[config.mk]
export PLATFORM = sky130hd
export DESIGN_NAME = regfile_write_arbiter
export DESIGN_NICKNAME = d
export VERILOG_FILES = /design/src/rtl/regfile_write_arbiter.sv
export SDC_FILE = /design/constraint.sdc
export NUM_CORES = 1
export LEC_CHECK = 0
export BUFFER_PORTS_ARGS = -buffer_cell sky130_fd_sc_hd__buf_4
export CAP_MARGIN = 15
export CORE_AREA = 2 2 116 118
export DETAILED_ROUTE_END_ITERATION = 8
export DIE_AREA = 0 0 118 120
export MAX_ROUTING_LAYER = met4
export PLACE_DENSITY = 0.81
export SYNTH_ARGS = -nofsm -noshare
export SYNTH_HDL_FRONTEND = slang
export SYNTH_SLANG_ARGS = --single-unit
[constraint.sdc]
create_clock -name Clk -period 6.3 [get_ports Clk]
set_clock_uncertainty 0.15 [all_clocks]
set_input_delay 1.89 -clock Clk [delete_from_list [all_inputs] [get_ports Clk]]
set_output_delay 1.89 -clock Clk [all_outputs]
set_load 0.05 [all_outputs]
[src/rtl/regfile_write_arbiter.sv]
// Round-robin write-port scheduler in front of a dual-write-port register file.
// Issues up to two non-conflicting register writes per cycle from NumReq requesters.
module regfile_write_arbiter #(
    parameter int NumReq    = 3,
    parameter int AddrWidth = 5,
    parameter int DataWidth = 32
) (
    input  logic                          Clk,
    input  logic                          Reset,
    input  logic [NumReq-1:0]             ReqValid,
    output logic [NumReq-1:0]             ReqReady,
    input  logic [NumReq*AddrWidth-1:0]   ReqAddr,
    input  logic [NumReq*DataWidth-1:0]   ReqData,
    output logic [AddrWidth-1:0]          WriteRegister1,
    output logic [AddrWidth-1:0]          WriteRegister2,
    output logic [DataWidth-1:0]          WriteData1,
    output logic [DataWidth-1:0]          WriteData2,
    output logic                          RegWrite1,
    output logic                          RegWrite2,
    output logic [15:0]                   StallCount
);

    localparam int IdxW = $clog2(NumReq);
    localparam int SumW = IdxW + 1;

    logic [AddrWidth-1:0] addr_a [NumReq];
    logic [DataWidth-1:0] data_a [NumReq];

    for (genvar g = 0; g < NumReq; g++) begin : g_unpack
        assign addr_a[g] = ReqAddr[g*AddrWidth +: AddrWidth];
        assign data_a[g] = ReqData[g*DataWidth +: DataWidth];
    end

    logic [IdxW-1:0]      ptr_q, ptr_d;
    logic                 we1_q, we1_d;
    logic                 we2_q, we2_d;
    logic [AddrWidth-1:0] waddr1_q, waddr1_d;
    logic [AddrWidth-1:0] waddr2_q, waddr2_d;
    logic [DataWidth-1:0] wdata1_q, wdata1_d;
    logic [DataWidth-1:0] wdata2_q, wdata2_d;
    logic [15:0]          stall_q, stall_d;

    logic [NumReq-1:0]    ready;
    logic                 grant1;
    logic                 grant2;
    logic [IdxW-1:0]      idx1;
    logic [IdxW-1:0]      idx2;
    logic [IdxW-1:0]      idx;
    logic [SumW-1:0]      sum;
    logic                 stall;

    // Zero-register requests are acknowledged and dropped without taking a port
    // or influencing the pointer; port 2 skips anything aliasing port 1's address.
    always_comb begin
        ready  = '0;
        grant1 = 1'b0;
        grant2 = 1'b0;
        idx1   = '0;
        idx2   = '0;
        idx    = '0;
        sum    = '0;
        if (!Reset) begin
            for (int k = 0; k < NumReq; k++) begin
                sum = {1'b0, ptr_q} + SumW'(k);
                if (sum >= SumW'(NumReq)) begin
                    sum = sum - SumW'(NumReq);
                end
                idx = sum[IdxW-1:0];
                if (ReqValid[idx]) begin
                    if (addr_a[idx] == '0) begin
                        ready[idx] = 1'b1;
                    end else if (!grant1) begin
                        grant1     = 1'b1;
                        idx1       = idx;
                        ready[idx] = 1'b1;
                    end else if (!grant2 && (addr_a[idx] != addr_a[idx1])) begin
                        grant2     = 1'b1;
                        idx2       = idx;
                        ready[idx] = 1'b1;
                    end
                end
            end
        end
    end

    assign stall = !Reset && (|(ReqValid & ~ready));

    always_comb begin
        ptr_d    = ptr_q;
        we1_d    = grant1;
        we2_d    = grant2;
        waddr1_d = '0;
        waddr2_d = '0;
        wdata1_d = '0;
        wdata2_d = '0;
        stall_d  = stall_q;
        if (grant1) begin
            ptr_d    = (idx1 == IdxW'(NumReq - 1)) ? '0 : idx1 + 1'b1;
            waddr1_d = addr_a[idx1];
            wdata1_d = data_a[idx1];
        end
        if (grant2) begin
            waddr2_d = addr_a[idx2];
            wdata2_d = data_a[idx2];
        end
        if (stall && (stall_q != 16'hFFFF)) begin
            stall_d = stall_q + 16'd1;
        end
    end

    always_ff @(posedge Clk) begin
        if (Reset) begin
            ptr_q    <= '0;
            we1_q    <= 1'b0;
            we2_q    <= 1'b0;
            waddr1_q <= '0;
            waddr2_q <= '0;
            wdata1_q <= '0;
            wdata2_q <= '0;
            stall_q  <= '0;
        end else begin
            ptr_q    <= ptr_d;
            we1_q    <= we1_d;
            we2_q    <= we2_d;
            waddr1_q <= waddr1_d;
            waddr2_q <= waddr2_d;
            wdata1_q <= wdata1_d;
            wdata2_q <= wdata2_d;
            stall_q  <= stall_d;
        end
    end

    assign ReqReady       = ready;
    assign RegWrite1      = we1_q;
    assign RegWrite2      = we2_q;
    assign WriteRegister1 = waddr1_q;
    assign WriteRegister2 = waddr2_q;
    assign WriteData1     = wdata1_q;
    assign WriteData2     = wdata2_q;
    assign StallCount     = stall_q;

endmodule

==> flow_summary.json, run 1 <==
{
  "grt_pass1_vias": 5749,
  "core-area_um2": 13000,
  "ys_warn_count": 0,
  "fmax_mhz": 146,
  "power.density_nw_per_um2": 538,
  "cts_tree": "built",
  "worstMarginPinSlew_ns": 0.692,
  "ir_drop_uv": 300,
  "finalCritPeriodShare": 1.09,
  "worst_slack_ns": -0.540,
  "grt_setup_unrepaired": "yes",
  "antenna_left": 0,
  "grt_usage": 0.260,
  "cp-end-kind": "output pin",
  "regToRegStartpoint": "ptr_q[0]",
  "areaGrowthSynthToFinish_pct": 44.1,
  "power_leakage_nw": 3.58,
  "place_hpwl_um": 13700,
  "globalplace.congestion": 0.959,
  "n_antenna_cell": 0,
  "wire_per_inst_um": 16.7,
  "placed_area_um2": 8050,
  "setup_viol": 3,
  "ios": 211,
  "ff2ff_setup_slack_ns": 1.48,
  "grt_pass1_wl_um": 29000,
  "report.final.slew_viol_count": 0,
  "nets": 1033,
  "cts.sink_count": 94,
  "ys.flop_type": "dfxtp_1",
  "cp_max_fo": 3,
  "period_needed_ns": 6.84,
  "htree_num_levels": 3,
  "worstPathRequired_ns": 4.26,
  "post-place-ws_ns": -0.628,
  "final_hold_viol_count": 0,
  "hold_class": "reg -> reg",
  "arrival_ns": 4.80,
  "fp.dieH_um": 120,
  "worstHoldPathCells": 2,
  "cap_violations": 0,
  "placement.io_buffers": 210,
  "critPathKind": "in -> out",
  "synth_edf_count": 0,
  "grt_max_degree": 45,
  "drtIter0Drc": 460,
  "path_clk_slew_ns": 0.06,
  "die_area_um2": 14200,
  "synth_area_um2": 5870,
  "timing.rr.end": "WriteData2[20]",
  "cts-root-buf": "clkbuf_16",
  "synth_nets": 774,
  "stdcell_area_um2": 8460,
  "startpoint_type": "input pin",
  "cts-buffers-inserted": 9,
  "via_per_inst": 5.45,
  "drive_gt1_frac": 0.439,
  "cp-startpoint": "ReqAddr[14]",
  "ys_seq_area_frac": 0.321,
  "netlist_instances": 653,
  "slew_headroom": 0.538,
  "violations": "negative setup slack",
  "setup_tns_ns": -1.42,
  "fillCellCount": 1086,
  "cts_buffer_depth": 2,
  "overflow": 0,
  "synth-seq-cells": 94,
  "start_util": 0.452,
  "status": "finished with violations",
  "firstDrtPassIters": 4,
  "rows": 42,
  "postSynthAreaPerCell_um2": 8.99,
  "rr_worst_depth": 17,
  "endpoint": "ReqReady[2]",
  "dr_total_vias": 5962,
  "drc": 0,
  "async_flop_share": 0,
  "die_w_um": 118,
  "clock_latency_ns": 0.33,
  "wirelength_um": 18300,
  "cts_hold_buf": 0,
  "antenna_found_initial": 0,
  "synth_cell_types": 85
}
## how the worst min path moves through the flow
stage                       start             to  slack, ns
floorplan                ptr_q[1]       ptr_q[1]       0.36
global placement    StallCount[1]  StallCount[1]       0.34
detailed placement  StallCount[1]  StallCount[1]       0.37
CTS                 StallCount[1]  StallCount[1]       0.38
global route        StallCount[1]  StallCount[1]       0.39
finish              StallCount[1]  StallCount[1]       0.37
## cells by family (layout without fill, tap and decap cells)
group                      count (synthesis)  after routing  share of synthesized area
and+or+nand+nor                          209            209                      0.169
AOI/OAI and AO/OA                        175            175                      0.244
muxes                                    100            100                      0.172
DFF                                       94             94                      0.321
buffers and inverters                     61            325                     0.0688
xor gates and xnor gates                   9              9                     0.0147
adders and majority gates                  5              5                     0.0107
## cells in the mapped netlist (3+ instances only)
library cell | instances | area share
mux2i_1 | 92 | 0.16
a211oi_2 | 30 | 0.064
o2bb2ai_1 | 3 | 0.0045
ha_1 | 5 | 0.011
nand3b_1 | 3 | 0.0038
a211oi_1 | 34 | 0.043
mux2_2 | 7 | 0.013
nand3_1 | 11 | 0.0094
a31oi_1 | 7 | 0.0075
a22oi_1 | 3 | 0.0038
xor2_1 | 6 | 0.0090
nand2_1 | 52 | 0.033
and3_1 | 5 | 0.0053
nor3_1 | 7 | 0.0060
o31ai_1 | 3 | 0.0038
buf_12 | 3 | 0.010
or2_2 | 7 | 0.0075
a21oi_1 | 18 | 0.015
or3_1 | 3 | 0.0032
buf_6 | 4 | 0.0077
buf_2 | 4 | 0.0034
o21a_1 | 3 | 0.0038
inv_1 | 14 | 0.0090
o21ai_0 | 32 | 0.027
nor4_1 | 3 | 0.0032
nor2_1 | 82 | 0.052
clkbuf_1 | 23 | 0.015
dfxtp_1 | 94 | 0.32
clkbuf_8 | 7 | 0.016
and2_1 | 6 | 0.0064
nor2b_1 | 11 | 0.012
## layout by cell type, fill, tap and decap left out, types with 3 or more instances in the layout
master	synthesis	final
o21a_1	3	3
or2_2	7	7
o21ai_0	32	30
a31oi_1	7	6
nor3_1	7	6
clkbuf_16	0	9
nand3b_1	3	3
nand2_1	52	48
buf_6	4	8
and3_1	5	5
or3_1	3	3
mux2_2	7	7
buf_4	1	284
a21oi_1	18	16
inv_1	14	14
and2_1	6	5
nor2b_1	11	11
mux2i_1	92	92
a211oi_2	30	31
nand2_2	0	3
o2bb2ai_1	3	3
ha_1	5	5
dfxtp_1	94	94
nand3_1	11	10
nor2_1	82	80
a211oi_1	34	33
clkinvlp_4	0	3
xor2_1	6	6
## layout make-up
class / instances / area, um2 / area share
clock buffers: 12 / 256 / 0.0303
clock inverters: 4 / 31.3 / 0.00370
inverters: 14 / 52.6 / 0.00621
multi-input cells: 498 / 3750 / 0.443
flip-flops and latches: 94 / 1880 / 0.222
well taps: 176 / 220 / 0.0260
repair buffers: 295 / 2270 / 0.268
## critical path, cell delays in order
cell	delay, ns
buf_4	0.11
or4_4	0.55
o211a_4	0.27
a311oi_2	0.25
buf_4	0.16
buf_4	0.10
a32o_1	0.15
a31oi_1	0.05
mux2i_1	0.19
o22ai_2	0.13
or4_4	0.52
a32oi_4	0.22
nor2_4	0.04
buf_6	0.16
## what timing repair did
| item | CTS | global route |
|---|---|---|
| pin swaps | 14 | 9 |
| buffers inserted | 2 | 2 |
| setup endpoints to repair | 3 | 3 |
| resized for setup | 12 | 8 |
## stage by stage
step	std cells	power (mW)	util	hold slack [ns]
final	1093	4.55	0.652	0.373
after global routing	1093	4.78	0.652	0.394
after CTS	1090	4.49	0.647	0.377
after detailed placement	1072	3.95	0.620	0.369
after global placement	1072	3.91	0.620	0.341
after floorplan	653	2.99	-	0.364
## layer usage
metal,GRT usage,part of all wire,wire [um],vias up
met2,0.447,0.50,9200,181
met5,-,0,0,-
met1,0.308,0.43,7940,2857
met4,0.0821,0.019,352,0
li1,-,-,-,2900
met3,0.0475,0.042,774,24
## state kept, by name (all words and copies together) (netlist names)
| register | count |
|---|---|
| WriteData1 | 32 |
| WriteData2 | 32 |
| RegWrite1 | 1 |
| WriteRegister1 | 5 |
| RegWrite2 | 1 |
| ptr_q | 2 |
| StallCount | 16 |
| WriteRegister2 | 5 |
## report_power, final
part	switching, mW	internal (mW)
Combinational	2.00	1.12
Sequential	0.0765	0.836
Clock	0.230	0.290
No activity file was read; power rests on OpenSTA's default activity.
==> inputs of run 2 (changes only) <==
RECOVER_POWER = 50   (was not set)
==> run 2 against run 1 <==
  * The flow still finishes with violations (negative setup slack)
  * Highest routed layer unchanged
  * Design area shrank 4.1%
  * Largest cell class unchanged
  * First-iteration DRC count down 0.87%
  * Worst hold slack lost 0.0011 ns
  * Non-clock buffer count did not move
==> flow_summary.json, run 2 (synthesis gave the netlist of run 1 again) <==
{
  "worstMarginPinSlew_ns": 1.13,
  "worst_slack_ns": -0.537,
  "wirelength_um": 18400,
  "fmax_mhz": 146,
  "drc": 0,
  "ios": 211,
  "ff2ff_setup_slack_ns": 1.45,
  "antenna_found_initial": 0,
  "power_leakage_nw": 3.20,
  "mostFrequentLayoutCells": "buf_4, dfxtp_1, clkbuf_1",
  "grt_pass1_vias": 5749,
  "grt_usage": 0.260,
  "die_w_um": 118,
  "cts_tree": "built",
  "path_cells": "buf_4, or4_4, o211a_4, a311oi_2, buf_4, buf_4, a32o_1, a31oi_1, mux2i_1, o22ai_2, or4_4, a32oi_4, nor2_4, buf_6",
  "via_per_inst": 5.44,
  "setup_viol": 3,
  "clock_latency_ns": 0.33,
  "wire_per_inst_um": 16.8,
  "holdCritStartpoint": "StallCount[1]",
  "cts-buffers-inserted": 9,
  "min_to": "StallCount[1]",
  "final_hold_viol_count": 0,
  "rr_worst_depth": 15,
  "critPathMaxStageDelay_ns": 0.55,
  "startpoint_type": "input pin",
  "grt_setup_unrepaired": "yes",
  "worstPathRequired_ns": 4.26,
  "areaGrowthSynthToFinish_pct": 38.2,
  "dr_total_vias": 5949,
  "path_clk_slew_ns": 0.06,
  "grt_max_degree": 45,
  "ir_drop_uv": 300,
  "fp.dieH_um": 120,
  "htree_num_levels": 3,
  "critPathKind": "in -> out",
  "worst_path_most_repeated_cell": "buf_4",
  "cp-end-kind": "output pin",
  "n_antenna_cell": 0,
  "post-place-ws_ns": -0.628,
  "period_needed_ns": 6.84,
  "cts_buffer_depth": 2,
  "cap_violations": 0,
  "place_hpwl_um": 13700,
  "drive_gt1_frac": 0.338,
  "total_power_mw": 4.34,
  "antenna_left": 0,
  "slew_headroom": 0.244,
  "die_area_um2": 14200,
  "rows": 42,
  "finalCritPeriodShare": 1.09,
  "hold_class": "reg -> reg",
  "fillCellCount": 1203,
  "final_common_cell": "buf_4",
  "drtIter0Drc": 456,
  "timing.rr.end": "WriteData1[15]",
  "fin_util": 0.625,
  "firstDrtPassIters": 4,
  "overflow": 0,
  "grt_pass1_wl_um": 29000,
  "nets": 1033,
  "crit_slowest_cell": "or4_4",
  "core-area_um2": 13000,
  "report.final.slew_viol_count": 0,
  "worstHoldPathCells": 2,
  "regToRegStartpoint": "ptr_q[0]",
  "power.density_nw_per_um2": 535,
  "violations": "negative setup slack",
  "cts.sink_count": 94,
  "cts-root-buf": "clkbuf_16",
  "placement.io_buffers": 210,
  "arrival_ns": 4.80,
  "cts_hold_buf": 0,
  "status": "finished with violations",
  "globalplace.congestion": 0.959,
  "start_util": 0.452,
  "cp_max_fo": 3
}
run 2: worst max path at each step:
| stage | startpoint | endpoint | depth (start not counted) |
|---|---|---|---|
| floorplan | ReqAddr[11] | ReqReady[1] | 11 |
| global placement | ReqAddr[5] | ReqReady[2] | 12 |
| detailed placement | ReqAddr[5] | ReqReady[2] | 12 |
| CTS | ReqAddr[7] | ReqReady[2] | 13 |
| global route | ReqAddr[7] | ReqReady[2] | 12 |
| finish | ReqAddr[14] | ReqReady[2] | 14 |
run 2: layout make-up:
cell class	instances	area (um2)	share of cell area
multi-input cells	498	3750	0.463
inverters	14	52.6	0.00648
clock inverters	4	31.3	0.00386
repair buffers	295	1920	0.236
flip-flops and latches	94	1880	0.232
clock buffers	12	256	0.0316
well taps	176	220	0.0271
run 2: layer usage:
| layer | global-route usage | vias up | wire [um] |
|---|---|---|---|
| met1 | 0.308 | 2821 | 7890 |
| met3 | 0.0475 | 24 | 909 |
| met5 | - | - | 0 |
| met4 | 0.0821 | 0 | 352 |
| li1 | - | 2901 | - |
| met2 | 0.447 | 203 | 9220 |
run 2: worst max-delay path, delay by kind of cell:
kind,cells,cell delay (ns)
multiplexers,1,0.19
buffers and inverters,4,0.53
AND/OR/NAND/NOR,3,1.11
AO/OA/AOI/OAI,6,1.06
run 2: repair_timing:
| action | 4_1_cts | 5_1_grt |
|---|---|---|
| pin swaps | 14 | 9 |
| setup buffers | 2 | 2 |
| setup endpoints to repair | 3 | 3 |
| gates resized for setup | 12 | 8 |
run 2: through the flow:
step	area (um2)	TNS (ns)	hold slack (ns)	std cells
after floorplan	5950	-1.04	0.364	653
after global placement	8050	-1.66	0.341	1072
after detailed placement	8050	-1.75	0.369	1072
after CTS	8400	-1.47	0.377	1090
after global routing	8110	-1.75	0.391	1093
final	8110	-1.41	0.372	1093
run 2: report_power, final:
part           internal (mW)  switching, mW
clock                  0.290          0.230
combinational          0.912           2.00
sequential             0.836         0.0717
